`src/rtl/hfrv_mem_arbiter_if.sv`:
```
// hfrv_mem_arbiter_if: one requester port (req/addr/we/wdata in, gnt/rvalid/rdata back); master = requester, slave = arbiter
interface hfrv_mem_arbiter_if #(parameter int ADDR_W = 32, parameter int DATA_W = 32);
  logic              req;
  logic [ADDR_W-1:0] addr;
  logic [DATA_W/8-1:0] we;
  logic [DATA_W-1:0] wdata;
  logic              gnt;
  logic              rvalid;
  logic [DATA_W-1:0] rdata;
  modport master (output req, addr, we, wdata, input gnt, rvalid, rdata);
  modport slave  (input req, addr, we, wdata, output gnt, rvalid, rdata);
endinterface

```
`src/rtl/hfrv_mem_arbiter.sv`:
```
// hfrv_mem_arbiter: two-port SRAM arbiter, port 0 priority with forced port-1 grant after MAX_WAIT blocked cycles; ports clk, reset, m0/m1 (slave), mem_en/addr/we/wdata out, mem_rdata in
module hfrv_mem_arbiter #(
  parameter int ADDR_W   = 32,
  parameter int DATA_W   = 32,
  parameter int MEM_LAT  = 1,
  parameter int MAX_WAIT = 8
) (
  input  logic                clk,
  input  logic                reset,
  hfrv_mem_arbiter_if.slave   m0,
  hfrv_mem_arbiter_if.slave   m1,
  output logic                mem_en,
  output logic [ADDR_W-1:0]   mem_addr,
  output logic [DATA_W/8-1:0] mem_we,
  output logic [DATA_W-1:0]   mem_wdata,
  input  logic [DATA_W-1:0]   mem_rdata
);
  typedef enum logic {PRI0, FORCE1} state_t;
  state_t             state;
  logic [7:0]         wait_cnt, wait_nxt;
  logic [MEM_LAT-1:0] tag_v, tag_p;
  logic               rd_issue, tail0, tail1;
  always_comb begin
    m0.gnt    = !reset && m0.req && state == PRI0;
    m1.gnt    = !reset && m1.req && (state == FORCE1 || !m0.req);
    mem_en    = m0.gnt || m1.gnt;
    mem_addr  = m0.gnt ? m0.addr  : m1.gnt ? m1.addr  : '0;
    mem_we    = m0.gnt ? m0.we    : m1.gnt ? m1.we    : '0;
    mem_wdata = m0.gnt ? m0.wdata : m1.gnt ? m1.wdata : '0;
    rd_issue  = mem_en && mem_we == '0;
    wait_nxt  = (!m1.req || m1.gnt) ? 8'd0 : (wait_cnt == 8'(MAX_WAIT)) ? wait_cnt : wait_cnt + 8'd1;
    // the oldest tag sits in the top bit and lines up with mem_rdata
    tail0     = !reset && tag_v[MEM_LAT-1] && !tag_p[MEM_LAT-1];
    tail1     = !reset && tag_v[MEM_LAT-1] && tag_p[MEM_LAT-1];
    m0.rvalid = tail0;
    m1.rvalid = tail1;
    m0.rdata  = tail0 ? mem_rdata : '0;
    m1.rdata  = tail1 ? mem_rdata : '0;
  end
  always_ff @(posedge clk) begin
    if (reset) begin
      state    <= PRI0;
      wait_cnt <= 8'd0;
      tag_v    <= '0;
      tag_p    <= '0;
    end else begin
      wait_cnt <= wait_nxt;
      state    <= (state == PRI0) ? ((wait_nxt == 8'(MAX_WAIT)) ? FORCE1 : PRI0)
                                  : ((m1.gnt || !m1.req) ? PRI0 : FORCE1);
      tag_v    <= (tag_v << 1) | MEM_LAT'(rd_issue);
      tag_p    <= (tag_p << 1) | MEM_LAT'(m1.gnt);
    end
  end
endmodule

```
`src/flat_wrapper.sv`:
```
// flat-port wrapper written by rule: the top's interface ports become plain ports
module hfrv_mem_arbiter_flat 
#(
  parameter int ADDR_W   = 32,
  parameter int DATA_W   = 32,
  parameter int MEM_LAT  = 1,
  parameter int MAX_WAIT = 8
)
  (clk, reset, mem_en, mem_addr, mem_we, mem_wdata, mem_rdata, m0_req, m0_addr, m0_we, m0_wdata, m0_gnt, m0_rvalid, m0_rdata, m1_req, m1_addr, m1_we, m1_wdata, m1_gnt, m1_rvalid, m1_rdata);
  hfrv_mem_arbiter_if #(.ADDR_W(ADDR_W), .DATA_W(DATA_W)) m0_i ();
  hfrv_mem_arbiter_if #(.ADDR_W(ADDR_W), .DATA_W(DATA_W)) m1_i ();
  input  logic clk;
  input  logic reset;
  output logic mem_en;
  output logic [ADDR_W-1:0] mem_addr;
  output logic [DATA_W/8-1:0] mem_we;
  output logic [DATA_W-1:0] mem_wdata;
  input  logic [DATA_W-1:0] mem_rdata;
  input wire logic [$bits(m0_i.req)-1:0] m0_req;
  input wire logic [$bits(m0_i.addr)-1:0] m0_addr;
  input wire logic [$bits(m0_i.we)-1:0] m0_we;
  input wire logic [$bits(m0_i.wdata)-1:0] m0_wdata;
  output wire logic [$bits(m0_i.gnt)-1:0] m0_gnt;
  output wire logic [$bits(m0_i.rvalid)-1:0] m0_rvalid;
  output wire logic [$bits(m0_i.rdata)-1:0] m0_rdata;
  input wire logic [$bits(m1_i.req)-1:0] m1_req;
  input wire logic [$bits(m1_i.addr)-1:0] m1_addr;
  input wire logic [$bits(m1_i.we)-1:0] m1_we;
  input wire logic [$bits(m1_i.wdata)-1:0] m1_wdata;
  output wire logic [$bits(m1_i.gnt)-1:0] m1_gnt;
  output wire logic [$bits(m1_i.rvalid)-1:0] m1_rvalid;
  output wire logic [$bits(m1_i.rdata)-1:0] m1_rdata;
  assign m0_i.req = m0_req;
  assign m0_i.addr = m0_addr;
  assign m0_i.we = m0_we;
  assign m0_i.wdata = m0_wdata;
  assign m0_gnt = m0_i.gnt;
  assign m0_rvalid = m0_i.rvalid;
  assign m0_rdata = m0_i.rdata;
  assign m1_i.req = m1_req;
  assign m1_i.addr = m1_addr;
  assign m1_i.we = m1_we;
  assign m1_i.wdata = m1_wdata;
  assign m1_gnt = m1_i.gnt;
  assign m1_rvalid = m1_i.rvalid;
  assign m1_rdata = m1_i.rdata;
  hfrv_mem_arbiter #(.ADDR_W(ADDR_W), .DATA_W(DATA_W), .MEM_LAT(MEM_LAT), .MAX_WAIT(MAX_WAIT)) u_core (.clk(clk), .reset(reset), .m0(m0_i), .m1(m1_i), .mem_en(mem_en), .mem_addr(mem_addr), .mem_we(mem_we), .mem_wdata(mem_wdata), .mem_rdata(mem_rdata));
endmodule
```
`config.mk`:
```
export PLATFORM = sky130hd
export DESIGN_NAME = hfrv_mem_arbiter_flat
export DESIGN_NICKNAME = d
export VERILOG_FILES = /design/src/rtl/hfrv_mem_arbiter_if.sv /design/src/rtl/hfrv_mem_arbiter.sv /design/src/flat_wrapper.sv
export SDC_FILE = /design/constraint.sdc
export NUM_CORES = 1
export LEC_CHECK = 0
export CORE_AREA = 2 2 121 123
export CTS_CLUSTER_DIAMETER = 150
export DETAILED_ROUTE_END_ITERATION = 6
export DIE_AREA = 0 0 123 125
export SKIP_LAST_GASP = 1
export SLEW_MARGIN = 0
export SYNTH_ARGS = -nofsm -noshare
export SYNTH_HDL_FRONTEND = slang
export SYNTH_SLANG_ARGS = --single-unit
```
`constraint.sdc`:
```
create_clock -name clk -period 2.1 [get_ports clk]
set_clock_uncertainty 0.15 [all_clocks]
set_input_delay 0.42 -clock clk [delete_from_list [all_inputs] [get_ports clk]]
set_output_delay 0.42 -clock clk [all_outputs]
set_load 0.005 [all_outputs]
```
# Word level (Yosys, flattened, before mapping)
# Cells that the tools add are included.
# Widths: inputs -> output; s select.
# word_totals
register_bits	11
inputBits	172
output_inout_bits	137
word_cells	37
# op_classes
add_sub_neg	1
n_eq_ne	2
mux	13
n_bitwise	1
n_reduce_logical	16
# ops
cell	count
$mux 32	6
$eq 8x4->1 const B	2
$mux 8	2
$add 8x1->8 const B	1
$logic_and 1x1->1	8
$mux 4	2
$logic_not 1->1	4
$logic_not 4->1	1
$logic_or 1x1->1	3
$mux 1	3
$not 1->1	1

# Depth between registers and ports, before layout
# Gate-level depths: netlist of run 1.
# depth
word_depth	8
ltp_mapped	5
depth_no_buf	5

# Least setup slack after synthesis of run 1
# No wires, ideal clock.
# synth_timing
kind	input-to-output
start	input m0_req
end	output mem_addr[0]
t_arrival_ns	1.391
t_required_ns	1.530
setup_slack_ns	0.139
cell_stages	5
path_buffers	2
path_cell_list	nor2b_1 nor2_1 buf_2 buf_2 a22o_1
# synth_via
elab_chain_len	5
elab_cells_between_ends	7
cone_classes	mux (2); reduce/logical (5)
# synth_rtl
element	line	text
start: declaration	flat_wrapper.sv:19	input wire logic [$bits(m0_i.req)-1:0] m0_req;
$logic_not 1->1	hfrv_mem_arbiter.sv:25	m1.gnt = !reset && m1.req && (state == FORCE1 || !m0.req);
$logic_or 1x1->1	hfrv_mem_arbiter.sv:25	
$logic_and 1x1->1	hfrv_mem_arbiter.sv:25	
$mux 32	hfrv_mem_arbiter.sv:27	mem_addr = m0.gnt ? m0.addr : m1.gnt ? m1.addr : '0;
$mux 32 *	hfrv_mem_arbiter.sv:27	
end: declaration	flat_wrapper.sv:15	output logic [ADDR_W-1:0] mem_addr;
# Mark *: on every way between the ends. The rest lies on a longest branch, timed or not.

# Worst setup path after layout of run 1
# layout_timing
start	register u_core.state
end	output mem_wdata[28]
# layout_via
elab_chain_len	4
elab_cells_between_ends	6
cone_classes	mux (2); bitwise (1); reduce/logical (3)
# layout_rtl
element	line	text
start: declaration	hfrv_mem_arbiter.sv:19	state_t state;
start signal: assignment	hfrv_mem_arbiter.sv:48	state <= (state == PRI0) ? ((wait_nxt == 8'(MAX_WAIT)) ? FORCE1 : PRI0)
$logic_or 1x1->1	hfrv_mem_arbiter.sv:25	
$logic_and 1x1->1	hfrv_mem_arbiter.sv:25	
$mux 32	hfrv_mem_arbiter.sv:29	mem_wdata = m0.gnt ? m0.wdata : m1.gnt ? m1.wdata : '0;
$mux 32 *	hfrv_mem_arbiter.sv:29	
end: declaration	flat_wrapper.sv:17	output logic [DATA_W-1:0] mem_wdata;
# Marks and branches as above.

==> results of run 1 <==
==> state kept, by name, summed over array words and instances, names as in the netlist <==
register and flops:
u_core.state 1, u_core.tag_p 1, u_core.tag_v 1, u_core.wait_cnt 8
==> per-stage QoR <==
stage | instances | setup WS (ns) | instance area [um^2] | setup TNS, ns
after floorplan | 223 | 0.1389 | 1715 | 0
after global placement | 707 | -0.7531 | 5105 | -81.40
after detailed placement | 707 | -0.7578 | 5105 | -81.29
after CTS | 774 | -0.1599 | 5979 | -6.517
after global routing | 764 | -0.07594 | 5789 | -1.583
final | 764 | -0.02424 | 5789 | -0.1523
==> per-layer routing <==
| metal | share of wire | vias to the layer above |
|---|---|---|
| met5 | 0 | - |
| met4 | 0.011 | 0 |
| met3 | 0.096 | 13 |
| met2 | 0.51 | 190 |
| met1 | 0.38 | 1526 |
| li1 | - | 1545 |
==> repair_timing <==
| item | in CTS | in global routing |
|---|---|---|
| pin swaps | 56 | 37 |
| gates resized for setup | 636 | 27 |
| buffers inserted | 47 | 2 |
| endpoints found under the setup margin | 138 | 120 |
| cloned | 17 | 3 |
==> report_power, final <==
| group | internal [mW] | switching (mW) | leakage [nW] |
|---|---|---|---|
| clock network | 0.255 | 0.0926 | 0.0382 |
| registers | 0.213 | 0.00297 | 0.0899 |
| logic | 0.571 | 0.266 | 2.58 |
| total | 1.04 | 0.362 | 2.70 |
==> critical path, stage by stage, from the launching register on <==
cell and delay [ns]:
dfxtp_2 0.32, buf_6 0.11, nor2b_4 0.13, nor2_4 0.09
buf_12 0.15, buf_12 0.13, a22o_4 0.26, buf_6 0.12
==> layout make-up <==
class / count / share of cell area
well taps: 184 / 0.03977
multi-input cells: 187 / 0.2693
flip-flops and latches: 11 / 0.03847
repair buffers: 375 / 0.6369
inverters: 3 / 0.001945
clock buffers: 4 / 0.01362
==> worst max-delay path by stage <==
stage	from	end	slack, ns	cells past startpoint
after global placement	reset	mem_wdata[28]	-0.75	6
after floorplan	m0_req	mem_addr[0]	0.14	5
after detailed placement	reset	mem_wdata[28]	-0.76	6
after global routing	u_core.state	mem_wdata[13]	-0.08	7
final	u_core.state	mem_wdata[28]	-0.02	7
after CTS	u_core.state	mem_we[1]	-0.16	9
==> cells by family (layout without fill, tap and decap cells) <==
group | count (synthesis) | count (layout) | share of synthesized area
and+or+nand+nor | 101 | 101 | 0.3647
AOI/OAI and AO/OA | 75 | 75 | 0.3807
buffers and inverters | 25 | 382 | 0.06419
DFF | 11 | 11 | 0.1284
xor gates and xnor gates | 7 | 7 | 0.03574
adders and majority gates | 2 | 2 | 0.01459
muxes | 2 | 2 | 0.01167
==> cell usage in the layout (no fill, tap or decap), types with 2 or more instances in the layout <==
cell	n
clkdlybuf4s50_1	168
buf_2	94
a22o_1	64
buf_6	47
and2_4	33
and2_1	31
buf_4	21
buf_12	15
buf_16	11
nor2_1	10
dfxtp_1	9
clkdlybuf4s15_2	7
nand3_1	6
clkbuf_16	6
a22o_4	4
xnor2_1	4
inv_1	3
xor2_1	3
or3_1	3
dlygate4sd2_1	3
buf_8	3
nand2b_4	2
nor2_4	2
o21ai_0	2
nand2_1	2
mux2i_1	2
ha_1	2
clkbuf_2	2
dfxtp_2	2
==> reports/qor.csv, run 1 <==
stage;metric;value;unit
grt;GR Overflow Total;0;
pwr;peak supply drop;0.2025;mV
hold_path;Hold Path Stages;2;
timing;RSZ-0062 raised after global routing;yes;
yosys;share of the synthesized area in the top cell type;0.3472;
drt;Via Count;3274;
pwr;PwrDens;241.9;mW/mm^2
setup_path;crit path DAT;1.55;ns
grt;Top Usage Layer GRT;met2;
final_layout;# fillers;1418;
grt;first-pass GRT wire length;20.69;mm
setup_path;Reg2Reg Depth;5;
pwr;Leakage;2.704;nW
setup_path;data required time of the worst path;1.53;ns
drt;drt total wl;15.02;mm
status;status;finished, violations left;
floorplanning;Cell Rows;44;
final_layout;Final #Nets;755;
run;max-capacitance violation count;0;
yosys;Synth top cells by count;a22o_1, and2_1, nor2_1;
drt;initial drt markers;73;
floorplanning;Initial Util;0.1208;
cts;Max Buffers Root-to-Sink;2;
yosys;Netlist cell types;32;
final_layout;share of layout cells above drive strength 1;0.4466;
timing;Fin. Hold Viols;0;
yosys;sequential share of the synthesized area;0.1284;
cts;clk slew on worst S/H paths;0.04;ns
cts;hold buffer count at CTS;0;
setup_path;crit start category;flop;
yosys;ys flop type;dfxtp_1;
setup_path;r2r startpoint;u_core.wait_cnt[0];
grt;initial antenna violation count;0;
cts;CTS tree;done;
yosys;Post-synth EDFFs;0;
floorplanning;height of the die;125;um
setup_path;crit path kind;reg2out;
final_layout;Inserted Diodes;0;
grt;met1 Resource Use GR;0.2033;
yosys;Cell Area, Synth;0.001715;mm^2
yosys;Mapped Avg Cell Area;7.692;um^2
setup_path;Setup crit end kind;output pin;
final_layout;P&R area growth vs syn;237.5;%
floorplanning;CORE AREA;0.01420;mm^2
timing;post-route minimum period;2.124;ns
yosys;Synth area leader;a22o_1;
yosys;FFs w/ async S/R, synth;0;
drt;Pre-Repair DR Iteration Count;4;
cts;worst skew pair latency;0.24;ns
final_layout;register area;222.7;um^2
timing;# setup viols final;10;
floorplanning;die area;0.01538;mm^2
grt;met3 usage in global routing;0.04243;
place;post-DP HPWL;10.01;mm
yosys;top-count cell post-synth;a22o_1;
setup_path;reg2reg setup slack;0.23;ns
final_layout;Final Core Density;0.4076;
grt;vias in the first global route;3462;
yosys;Post-Synthesis Cells;223;
timing;worst hold margin;0.4062;ns
yosys;top cells by area, synth;a22o_1, and2_1, dfxtp_1;
cts;CTS sink cnt;11;
pwr;Total Power;1.400;mW
timing;Slew @ Worst Pin;0.2764;ns
timing;final worst slack;-0.02424;ns
final_layout;area of the multi-input gates;0.001559;mm^2
drt;drt wl/cell;19.66;um
cts;total CTS buffers;3;
place;GPL Wtd Cong;0.8186;
setup_path;RR Endpoint;u_core.state;
drt;drt drc;0;
cts;H-tree levels;1;
drt;ANT nets after route;0;
grt;pin count of the biggest net entering global routing;14;
timing;final worst path period share;1.012;
yosys;flops & latches, synth;11;
drt;vias per inst;4.285;
cts;Root Driver;clkbuf_16;
timing;Peak Freq;470.8;MHz
timing;fin. max-slew vios;0;
yosys;yosys warns;0;
hold_path;Min-Delay Startpoint;u_core.wait_cnt[7];
grt;Total GRT Usage;0.1797;
timing;Rel. slew slack;0.8155;
grt;met2 usage;0.3435;
place;Buffers on Ports;308;
floorplanning;Chip Width;123;um
floorplanning;IO Pins;309;
hold_path;Worst Hold End;u_core.wait_cnt[7];
yosys;syn_nets;397;
setup_path;worst-path maximum fanout;8;
status;failing checks;negative setup slack;
hold_path;Worst Hold Class;reg2reg;
No activity file was read; power rests on OpenSTA's default activity.
==> run 2, diff against run 1 <==
--- a/config.mk
+++ b/config.mk
@@ -9,6 +9,7 @@
 export CTS_CLUSTER_DIAMETER = 150
 export DETAILED_ROUTE_END_ITERATION = 6
 export DIE_AREA = 0 0 123 125
+export SETUP_SLACK_MARGIN = 0.1
 export SKIP_LAST_GASP = 1
 export SLEW_MARGIN = 0
 export SYNTH_ARGS = -nofsm -noshare
==> run 2 against run 1 <==
Net effect: the flow still finishes with violations (negative setup slack); sequential power is essentially flat; via count grew 1.4%; sequential share of layout area shrank 0.25 points; global-route usage grew 0.21 points; combinational power grew 3.9%; worst hold slack is essentially flat; critical path type unchanged; critical endpoint is now mem_wdata[11]; largest cell class unchanged; highest routed layer unchanged.
==> reports/qor.csv, run 2 (synthesis gave the netlist of run 1 again) <==
stage;metric;value;unit;change
floorplanning;die area;0.01538;mm^2;unchanged
pwr;Leakage;2.836;nW;+4.9%
drt;vias per inst;4.291;;+0.13%
place;GPL Wtd Cong;0.8186;;unchanged
final_layout;Top reg by flops;u_core.wait_cnt;;
setup_path;RR Endpoint;u_core.tag_v;;
setup_path;Reg2Reg Depth;9;;+4
drt;ANT nets after route;0;;unchanged
grt;pin count of the biggest net entering global routing;14;;unchanged
grt;initial antenna violation count;0;;unchanged
pwr;Psw;0.3714;mW;+2.7%
final_layout;share of layout cells above drive strength 1;0.5017;;+0.05514
timing;# setup viols final;46;;+36
grt;Total GRT Usage;0.1818;;+0.002058
grt;vias in the first global route;3485;;+0.66%
hold_path;Worst Hold End;u_core.wait_cnt[7];;
timing;worst hold margin;0.4062;ns;-0.000003000 ns
floorplanning;Cell Rows;44;;unchanged
pwr;Internal Power;1.062;mW;+2.2%
cts;worst skew pair latency;0.24;ns;about the same
pwr;Reg power frac;0.150;;-0.004
cts;clk slew on worst S/H paths;0.04;ns;about the same
drt;initial drt markers;70;;-4.1%
place;Placed Cells;707;;unchanged
timing;RSZ-0062 raised after global routing;yes;;
final_layout;Post-Layout Inst Area;0.006163;mm^2;+6.5%
setup_path;CP peak stage delay;0.33;ns;about the same
final_layout;Final #Nets;765;;+1.3%
cts;total CTS buffers;3;;unchanged
pwr;Gate power share;0.607;;+0.009
setup_path;crit path cell chain;nor2b_4 > nor2_4 > buf_12 > buf_12 > buf_16 > buf_4 > a22o_1 > buf_2;;
timing;Rel. slew slack;0.7963;;-0.01911
setup_path;reg2reg setup slack;0.21;ns;-0.02 ns
pwr;clock share of power;0.242;;-0.006
final_layout;leading cell type in the layout, fill and taps excluded;clkdlybuf4s50_1;;
setup_path;data required time of the worst path;1.53;ns;about the same
floorplanning;Chip Width;123;um;unchanged
cts;Root Driver;clkbuf_16;;
final_layout;Inserted Diodes;0;;unchanged
drt;drt total wl;15.17;mm;+1.0%
setup_path;crit path kind;reg2out;;
timing;Slew @ Worst Pin;0.3048;ns;+0.02842 ns
run;max-capacitance violation count;0;;unchanged
timing;fin. max-slew vios;0;;unchanged
pwr;sw frac;0.2592;;+0.0007853
timing;final worst slack;-0.08710;ns;-0.06286 ns
drt;drt drc;0;;unchanged
drt;Via Count;3321;;+1.4%
floorplanning;Initial Util;0.1208;;unchanged
setup_path;r2r startpoint;u_core.state;;
status;status;finished, violations left;;
hold_path;Hold Path Stages;2;;unchanged
timing;post-route minimum period;2.187;ns;+0.06286 ns
grt;first-pass GRT wire length;20.89;mm;+0.97%
setup_path;Most common cell on crit path;buf_12;;
floorplanning;height of the die;125;um;unchanged
floorplanning;IO Pins;309;;unchanged
timing;final worst path period share;1.041;;+0.02993
cts;CTS sink cnt;11;;unchanged
drt;Max Used Layer;met4;;
final_layout;Final Non-Filler Cells;774;;+1.3%
status;failing checks;negative setup slack;;
timing;Fin. Hold Viols;0;;unchanged
hold_path;Min-Delay Startpoint;u_core.wait_cnt[7];;
setup_path;worst-path maximum fanout;6;;-2
final_layout;max FFs per register;8;;unchanged
drt;met2 wire length;7.921;mm;+3.6%
timing;Peak Freq;457.2;MHz;-2.9%
cts;H-tree levels;1;;unchanged
pwr;Total Power;1.433;mW;+2.3%
setup_path;crit start category;flop;;
floorplanning;CORE AREA;0.01420;mm^2;unchanged
final_layout;P&R area growth vs syn;259.3;%;
pwr;PwrDens;232.5;mW/mm^2;-3.9%
drt;total length of routed met3 wires;1.238;mm;-15%
setup_path;Setup crit end kind;output pin;;
pwr;peak supply drop;0.2055;mV;+1.5%
drt;Pre-Repair DR Iteration Count;4;;unchanged
drt;wire length on met1;5.847;mm;+1.7%
grt;GR Overflow Total;0;;unchanged
hold_path;Worst Hold Class;reg2reg;;
setup_path;crit path DAT;1.62;ns;+0.07 ns
final_layout;commonest non-fill, non-tap cells in the layout;clkdlybuf4s50_1, buf_6, buf_2;;
drt;drt wl/cell;19.60;um;-0.27%
final_layout;# fillers;1376;;-3.0%
cts;CTS tree;done;;
cts;Max Buffers Root-to-Sink;2;;unchanged
setup_path;worst path bufs/invs;5;;+1
setup_path;slowest CP cell;dfxtp_2;;
place;post-DP HPWL;10.01;mm;unchanged
place;Buffers on Ports;308;;unchanged
setup_path;CP top delay family;buffers and inverters;;
place;Area after DPL;0.005105;mm^2;unchanged
==> run 2: cell types whose count changed in the layout (fill, tap and decap cells not counted), moves of 3 or more <==
cell / change
buf_8: +3
buf_6: +34
and2_1: -25
buf_12: +4
clkdlybuf4s15_2: -7
and2_4: +25
buf_2: -23
==> run 2: through the flow <==
stage	setup slack (ns)	setup TNS (ns)	util
after global placement	-0.7531	-81.40	0.3594
after floorplan	0.1389	0	-
final	-0.08710	-0.9789	0.4339
after CTS	-0.1508	-7.409	0.4356
after global routing	-0.1419	-4.509	0.4339
after detailed placement	-0.7578	-81.29	0.3594
==> run 2: repair_timing <==
| action | 4_1_cts | 5_1_grt |
|---|---|---|
| endpoints found under the setup margin | 138 | 132 |
| resized for setup | 662 | 88 |
| gates cloned | 18 | 1 |
| pin swaps | 81 | 33 |
| hold buffers | 0 | 0 |
| setup buffers | 49 | 6 |
==> run 2: how the worst max path moves through the flow <==
stage | from | to | slack [ns] | depth (start not counted)
after CTS | u_core.state | mem_we[1] | -0.15 | 9
after floorplan | m0_req | mem_addr[0] | 0.14 | 5
after global placement | reset | mem_wdata[28] | -0.75 | 6
after detailed placement | reset | mem_wdata[28] | -0.76 | 6
after global routing | u_core.state | mem_wdata[11] | -0.14 | 8
final | u_core.state | mem_wdata[11] | -0.09 | 8
==> run 2: power by group through the flow <==
stage | Combinational [mW] | Clock, mW | Sequential [mW]
final | 0.870 | 0.347 | 0.216
after global routing | 0.917 | 0.359 | 0.216
after CTS | 0.881 | 0.349 | 0.216
after detailed placement | 0.728 | 0 | 0.219
after global placement | 0.726 | 0 | 0.219
after floorplan | 0.152 | 0 | 0.218
==> run 2: worst min-delay path: stages (launching register included) <==
cell and delay (ns):
dfxtp_1 0.35, o21ai_0 0.09, a21oi_1 0.06
==> run 2: per-layer routing <==
| layer | global-route usage | up-vias |
|---|---|---|
| met5 | 0 | - |
| met1 | 0.2071 | 1569 |
| met2 | 0.3494 | 173 |
| met3 | 0.03786 | 11 |
| met4 | 0.02340 | 0 |
| li1 | - | 1568 |
==> run 2: area by class of cell <==
| type | instances | area, um^2 | area share |
|---|---|---|---|
| repair buffers | 385 | 3991 | 0.6476 |
| multi-input cells | 187 | 1630 | 0.2645 |
| well taps | 184 | 230.2 | 0.03735 |
| flip-flops and latches | 11 | 221.5 | 0.03593 |
| clock buffers | 4 | 78.83 | 0.01279 |
| inverters | 3 | 11.26 | 0.001827 |
